File: src/rtl/axi2mem_tcdm_wr_unit.sv
// -----------------------------------------------------------------------------
// axi2mem_tcdm_wr_unit
// Turns one AXI write-burst command into a sequence of 64-bit beats, each beat
// split over two 32-bit TCDM lanes (lane 0 = addr, lane 1 = addr+4). Lanes pull
// data from their own write buffer and finish independently; a beat advances
// once both lanes have completed. After the last beat a B response is held
// until accepted.
//
// Ports
//   clk_i, rst_ni          clock, synchronous active-low reset
//   cmd_*                  burst command (start address, len-1 in beats, id)
//   wr_data_pop_*          per-lane write buffer interface (data/strb/valid/pop)
//   tcdm_*                 per-lane TCDM write request interface
//   b_valid_o/b_id_o       burst response, b_ready_i accepts it
//   busy_o                 burst in progress (WRITE or RESP)
// -----------------------------------------------------------------------------
module axi2mem_tcdm_wr_unit (
  input  logic             clk_i,
  input  logic             rst_ni,
  input  logic             cmd_req_i,
  output logic             cmd_gnt_o,
  input  logic [31:0]      cmd_add_i,
  input  logic [7:0]       cmd_len_i,
  input  logic [5:0]       cmd_id_i,
  input  logic [1:0][31:0] wr_data_pop_dat_i,
  input  logic [1:0][3:0]  wr_data_pop_strb_i,
  input  logic [1:0]       wr_data_pop_valid_i,
  output logic [1:0]       wr_data_pop_req_o,
  output logic [1:0]       tcdm_req_o,
  output logic [1:0][31:0] tcdm_add_o,
  output logic [1:0]       tcdm_we_o,
  output logic [1:0][3:0]  tcdm_be_o,
  output logic [1:0][31:0] tcdm_data_o,
  input  logic [1:0]       tcdm_gnt_i,
  output logic             b_valid_o,
  output logic [5:0]       b_id_o,
  input  logic             b_ready_i,
  output logic             busy_o
);

  typedef enum logic [1:0] {IDLE, WRITE, RESP} state_e;

  state_e      state_q;
  logic [31:0] addr_q, addr_d;
  logic [7:0]  len_q;
  logic [5:0]  id_q;
  logic [7:0]  beat_q, beat_d;
  logic [1:0]  lane_done_q;

  logic        in_write;
  logic [1:0]  lane_pend;
  logic [1:0]  lane_req;
  logic [1:0]  lane_cmpl;
  logic        beat_end;

  // Outputs are qualified with rst_ni so that the cycle in which reset is
  // asserted already shows the idle output pattern and no buffer entry is
  // popped by an aborted burst.
  assign in_write  = rst_ni & (state_q == WRITE);
  assign lane_pend = {2{in_write}} & wr_data_pop_valid_i & ~lane_done_q;

  always_comb begin
    lane_req    = '0;
    lane_cmpl   = '0;
    tcdm_add_o  = '0;
    tcdm_be_o   = '0;
    tcdm_data_o = '0;
    for (int i = 0; i < 2; i++) begin
      lane_req[i] = lane_pend[i] & (|wr_data_pop_strb_i[i]);
      // A zero-strobe beat has nothing to write: pop it and call it done.
      lane_cmpl[i] = (lane_req[i] & tcdm_gnt_i[i]) |
                     (lane_pend[i] & ~(|wr_data_pop_strb_i[i]));
      if (lane_req[i]) begin
        tcdm_add_o[i]  = addr_q + 32'(4 * i);
        tcdm_be_o[i]   = wr_data_pop_strb_i[i];
        tcdm_data_o[i] = wr_data_pop_dat_i[i];
      end
    end
  end

  assign tcdm_req_o        = lane_req;
  assign tcdm_we_o         = lane_req;
  assign wr_data_pop_req_o = lane_cmpl;

  assign beat_end = in_write & (&(lane_done_q | lane_cmpl));
  assign addr_d   = addr_q + 32'd8;
  assign beat_d   = beat_q + 8'd1;

  assign cmd_gnt_o = ~rst_ni | (state_q == IDLE);
  assign b_valid_o = rst_ni & (state_q == RESP);
  assign b_id_o    = b_valid_o ? id_q : '0;
  assign busy_o    = rst_ni & (state_q != IDLE);

  always_ff @(posedge clk_i) begin
    if (!rst_ni) begin
      state_q     <= IDLE;
      addr_q      <= '0;
      len_q       <= '0;
      id_q        <= '0;
      beat_q      <= '0;
      lane_done_q <= '0;
    end else begin
      case (state_q)
        IDLE: begin
          if (cmd_req_i) begin
            addr_q      <= cmd_add_i & ~32'h7;
            len_q       <= cmd_len_i;
            id_q        <= cmd_id_i;
            beat_q      <= '0;
            lane_done_q <= '0;
            state_q     <= WRITE;
          end
        end
        WRITE: begin
          if (beat_end) begin
            lane_done_q <= '0;
            addr_q      <= addr_d;
            beat_q      <= beat_d;
            if (beat_q == len_q) state_q <= RESP;
          end else begin
            lane_done_q <= lane_done_q | lane_cmpl;
          end
        end
        RESP: begin
          if (b_ready_i) state_q <= IDLE;
        end
        default: state_q <= IDLE;
      endcase
    end
  end

endmodule

File: config.mk
export PLATFORM = sky130hd
export DESIGN_NAME = axi2mem_tcdm_wr_unit
export DESIGN_NICKNAME = d
export VERILOG_FILES = /design/src/rtl/axi2mem_tcdm_wr_unit.sv
export SDC_FILE = /design/constraint.sdc
export NUM_CORES = 1
export LEC_CHECK = 0
export CORE_MARGIN = 8
export CORE_UTILIZATION = 39
export CTS_BUF_LIST = sky130_fd_sc_hd__clkbuf_16
export DETAILED_ROUTE_END_ITERATION = 10
export GPL_ROUTABILITY_DRIVEN = 0
export GPL_TIMING_DRIVEN = 1
export PLACE_DENSITY_LB_ADDON = 0.12
export SLEW_MARGIN = 5
export SYNTH_ARGS = -nofsm -noshare
export SYNTH_HDL_FRONTEND = slang
export SYNTH_SLANG_ARGS = --single-unit
File: constraint.sdc
create_clock -name clk_i -period 5.9 [get_ports clk_i]
set_clock_uncertainty 0.05 [all_clocks]
set_input_delay 1.77 -clock clk_i [delete_from_list [all_inputs] [get_ports clk_i]]
set_output_delay 1.77 -clock clk_i [all_outputs]
set_load 0.1 [all_outputs]
==> run_results.csv, run 1 <==
group,metric,value,unit
run_status,status,"completed",
floorplanning,io_pins,277,
sta,min_period_over_period,0.954,
global_route,first_global_vias,4975,
worst_setup_path,end_kind,"primary output",
clock_network,post_cts_buffers,0,
yosys,ys_seq_area_frac,0.275,
global_route,grt_use_met1,0.301,
worst_setup_path,critPathKind,"input pin to primary output",
sta,fin_setup_tns,0,ps
floorplanning,rows,37,
clock_network,ctsHoldBuffers,0,
yosys,synthesis.instances,551,
drt,vias,5112,
global_route,top_usage_layer,"met2",
sta,fmax,0.178,GHz
global_route,use_met2,0.478,
sta,slew_headroom,0.252,
power,p_per_area,135,mW/mm^2
finish,nets,922,
clock_network,cts_tree,"built",
yosys,yosys_warnings,0,
worst_setup_path,cp-startpoint,"rst_ni",
floorplanning,start_util,0.395,
placement,placed_area,0.00824,sq mm
yosys,avgSynthCellArea,7.26,sq um
floorplanning,core,0.0101,sq mm
global_route,grt_pass1_wl,27800,microns
drt,drc,0,
clock_network,cts-root-buf,"clkbuf_16",
clock_network,cts_resized,0,
drt,totalWireLength,18700,microns
yosys,synth_edf_count,0,
global_route,grt_max_degree,64,
worst_hold_path,hold_depth,2,
drt,drtAntennaViolNets,0,
sta,grt_setup_unrepaired,"no",
yosys,netlist_area,0.00400,sq mm
yosys,synth_common_cells,"and2_1 (134), nand2_1 (63), dfxtp_1 (55)",
yosys,synth.distinct_cells,66,
sta,tightest_slew,1120,ps
worst_setup_path,critPathRequiredTime,4080,ps
yosys,synthTopCellsByArea,"dfxtp_1 (28%), and2_1 (21%), nand2_1 (5.9%)",
sta,drv_slew,0,
clock_network,cts_buffers,5,
global_route,grt_use_met3,0.0446,
yosys,async_flop_share,0,
yosys,synth_top_area_share,0.275,
yosys,yosys.area.top_type,"dfxtp_1",
clock_network,clkTransAtPathRegs,70,ps
power,p_leak,3.22,nW
sta,worst_slack,271,ps
placement,pre_cts_ws,278,ps
worst_hold_path,min_from,"id_q[1]$_SDFFE_PN0P_",
drt,via_per_inst,5.49,
yosys,ys_ff_latch,55,
finish,n_antenna_cell,0,
clock_network,clock_latency,300,ps
clock_network,clock-sinks,55,
global_route,antenna_found_initial,1,
worst_setup_path,cp_max_fo,63,
sta,period_needed,5630,ps
drt,drt_iter0_markers,458,
yosys,ys.flop_type,"dfxtp_1",
floorplanning,die_h,117,microns
clock_network,htreeDepth,2,
placement,place_hpwl,14800,microns
floorplanning,die_w,117,microns
worst_setup_path,r2r_start,"state_q[0]$_SDFFE_PN0P_",
worst_setup_path,ff2ff_path_depth,6,
worst_setup_path,worst_setup_path_start_kind,"input pin",
sta,finalHoldViolCount,0,
worst_hold_path,hold_path_class,"flip-flop to flip-flop",
clock_network,cts_buffer_depth,2,
finish,design_area,0.00838,sq mm
worst_setup_path,crit_arrival,3810,ps
placement,port_buffers,268,
yosys,yosysMostFrequentCell,"and2_1",
drt,first_pass_iters,6,
global_route,grt-ovfl-total,0,
drt,wl_per_cell,20.1,microns
job,drv_cap,0,
finish,layout-drive-gt1-share,0.245,
floorplanning,die-area,0.0138,sq mm
power,ir_drop,0.134,mV
finish,synthToLayoutAreaGrowth,109,%
global_route,grt_util_all_layers,0.260,
sta,setup_viol,0,
## cells by family (layout without fill, tap and decap cells)
group | count (synthesis) | in the layout | share of synthesized area
flops | 55 | 55 | 0.275
other cells | 1 | 5 | 0.000937
compound gates | 120 | 120 | 0.204
mux | 2 | 2 | 0.00532
fa+ha+maj | 2 | 2 | 0.00625
buf+inv | 52 | 292 | 0.0613
simple gates | 311 | 311 | 0.430
xor+xnor | 8 | 8 | 0.0175
## layer usage
layer | routed length (microns) | part of all wire
met5 | 11 | 0.00059
met4 | 435 | 0.023
met3 | 1530 | 0.082
met2 | 10100 | 0.54
met1 | 6640 | 0.36
## layout make-up
class | instances | area (sq um)
Inverter | 7 | 26.3
Clock buffer | 5 | 125
Sequential cell | 55 | 1100
Timing Repair Buffer | 277 | 4240
Multi-Input combinational cell | 448 | 2710
Fill cell | 593 | 1760
Clock inverter | 3 | 11.3
Tap cell | 136 | 170
## layout by cell type, fill, tap and decap left out, drive strengths merged, types with 8 or more instances in the layout
master         count
nor3              15
nand2             64
o21ai             25
o211ai            10
nand4              8
nand3             20
a21oi             38
clkdlybuf4s50    122
nor2              35
nor4              12
dfxtp             55
inv                8
and2             134
buf              155
xor2               8
## worst max-delay path: stages
cell and delay, ps:
clkdlybuf4s50_1 480, nand3b_1 150, or3b_1 530, nor2_2 170
buf_12 240, and2_1 230, buf_12 190
## flip-flops by register name (all words and copies together) (netlist names)
register / count
len_q: 8
beat_q: 8
state_q: 2
addr_q: 29
id_q: 6
lane_done_q: 2
## report_power, final
group	internal, mW	leakage (nW)	total, mW	switching [mW]
clock network	0.154	0.0701	0.291	0.137
registers	0.393	0.450	0.422	0.0293
logic	0.177	2.70	0.417	0.240
## worst paths after layout
check	endpoint	slack, ps
hold reg to reg	id_q[1]$_SDFFE_PN0P_	400
setup / recovery	tcdm_be_o[7]	270
setup reg to reg	addr_q[25]$_SDFFE_PN0P_	3390
hold / removal	id_q[1]$_SDFFE_PN0P_	400
## metrics by stage
step	cells	hold WS, ps	power (mW)	utilization
3_3_place_gp	923	388	0.832	0.813
6_report	931	401	1.13	0.826
2_1_floorplan	555	382	0.655	-
5_1_grt	931	423	1.17	0.826
3_5_place_dp	923	394	0.844	0.813
4_1_cts	931	403	1.13	0.826
Note: power is estimated with default switching activity, not from simulation.
==> inputs of run 2 (changes only) <==
Settings changed: REMOVE_ABC_BUFFERS set to 1.
==> run_results.csv, run 2 (synthesis gave the netlist of run 1 again) <==
group,metric,value,unit
drt,top_layer_used,"met4",
placement,port_buffers,268,
drt,totalWireLength,18400,microns
finish,final_common_cell,"buf_12",
sta,grt_setup_unrepaired,"no",
clock_network,clkTransAtPathRegs,70,ps
floorplanning,core,0.0101,sq mm
placement,dp.cells,924,
drt,wl_per_cell,19.7,microns
drt,drc,0,
global_route,first_global_vias,5016,
clock_network,clock-sinks,55,
clock_network,clock_latency,290,ps
clock_network,cts-root-buf,"clkbuf_16",
finish,layout-drive-gt1-share,0.235,
clock_network,cts_tree,"built",
drt,wl_met1,6530,microns
drt,vias,5151,
drt,drt_iter0_markers,345,
finish,largestRegisters,"addr_q: 29 flops, beat_q: 8 flops, len_q: 8 flops",
worst_hold_path,hold_path_class,"flip-flop to flip-flop",
sta,drv_slew,0,
finish,top_register,"addr_q",
run_status,status,"completed",
worst_setup_path,critPathRequiredTime,4080,ps
worst_setup_path,worst_setup_path_start_kind,"input pin",
floorplanning,rows,37,
worst_setup_path,cp_max_fo,47,
finish,fill_cells,577,
clock_network,post_cts_buffers,0,
global_route,grt_max_degree,68,
global_route,antenna_found_initial,0,
finish,fin_cells,932,
drt,wl_met2,9980,microns
floorplanning,die_h,117,microns
floorplanning,die_w,117,microns
drt,drtAntennaViolNets,0,
finish,final_core_util,0.827,
finish,n_antenna_cell,0,
sta,fmax,0.174,GHz
power,p_per_area,141,mW/mm^2
power,p_leak,3.23,nW
drt,via_per_inst,5.53,
clock_network,ctsHoldBuffers,0,
worst_setup_path,critPathKind,"input pin to primary output",
clock_network,htreeDepth,2,
clock_network,cts_buffers,5,
clock_network,cts_buffer_depth,2,
clock_network,cts_resized,0,
power,ir_drop,0.158,mV
finish,synthToLayoutAreaGrowth,110,%
worst_setup_path,end_kind,"primary output",
sta,slew_headroom,0.234,
global_route,grt_util_all_layers,0.256,
global_route,grt-ovfl-total,0,
floorplanning,start_util,0.395,
worst_setup_path,crit_arrival,3920,ps
finish,nets,923,
worst_setup_path,reg2reg_slack,3390,ps
sta,tightest_slew,1140,ps
power,finalPower,1.18,mW
drt,dr_wl_met3,1730,microns
global_route,grt_pass1_wl,27900,microns
floorplanning,die-area,0.0138,sq mm
floorplanning,io_pins,277,
finish,final_cell_mix,"buf_12 (147), and2_1 (134), clkdlybuf4s50_1 (122)",
sta,finalHoldViolCount,0,
sta,min_period_over_period,0.973,
sta,period_needed,5740,ps
finish,largest_register_ffs,29,
sta,setup_viol,0,
job,drv_cap,0,
placement,place_hpwl,14600,microns
drt,first_pass_iters,5,
==> run 2: cell count changes in the layout (fill, tap and decap cells not counted), sizes merged <==
cell,before,now
clkinv,2,1
buf,155,156
bufinv,0,1
==> run 2: path summary, 6_finish.rpt <==
check	start	to	cells after the start
setup / recovery	rst_ni	tcdm_data_o[55]	7
hold / removal	id_q[1]$_SDFFE_PN0P_	id_q[1]$_SDFFE_PN0P_	2
setup reg to reg	state_q[0]$_SDFFE_PN0P_	addr_q[23]$_SDFFE_PN0P_	7
hold reg to reg	id_q[1]$_SDFFE_PN0P_	id_q[1]$_SDFFE_PN0P_	2
==> run 2: power by group <==
part / total [mW] / internal (mW) / switching [mW]
Combinational: 0.416 / 0.176 / 0.240
Sequential: 0.421 / 0.392 / 0.0288
Clock: 0.345 / 0.201 / 0.144
Total: 1.18 / 0.769 / 0.412
==> run 2: critical path: stages <==
cell and delay, ps:
clkdlybuf4s50_1 500, nand3b_1 140, or3b_1 570, nor2_4 150, buf_4 340, and2_1 250, buf_12 190
==> run 2: final cells by class <==
cell class | instances | area (sq um) | area share
repair buffers | 278 | 4230 | 0.505
multi-input cells | 448 | 2690 | 0.321
flip-flops and latches | 55 | 1100 | 0.131
well taps | 136 | 170 | 0.0203
clock buffers | 5 | 125 | 0.0149
clock inverters | 3 | 42.5 | 0.00507
inverters | 7 | 26.3 | 0.00313
==> run 2: layer usage <==
metal | vias to the layer above | GRT usage
li1 | 2402 | -
met1 | 2457 | 0.285
met2 | 273 | 0.489
met3 | 19 | 0.0605
met4 | 0 | 0.0316
met5 | - | 0
==> run 2: metrics by stage <==
step	cell area, sq um	setup slack (ps)	hold WS [ps]	TNS [ps]
2_1_floorplan	3800	-8300	382	-656000
3_3_place_gp	8220	229	389	0
3_5_place_dp	8220	163	402	0
4_1_cts	8380	164	414	0
5_1_grt	8380	5.40	419	0
6_report	8380	158	412	0
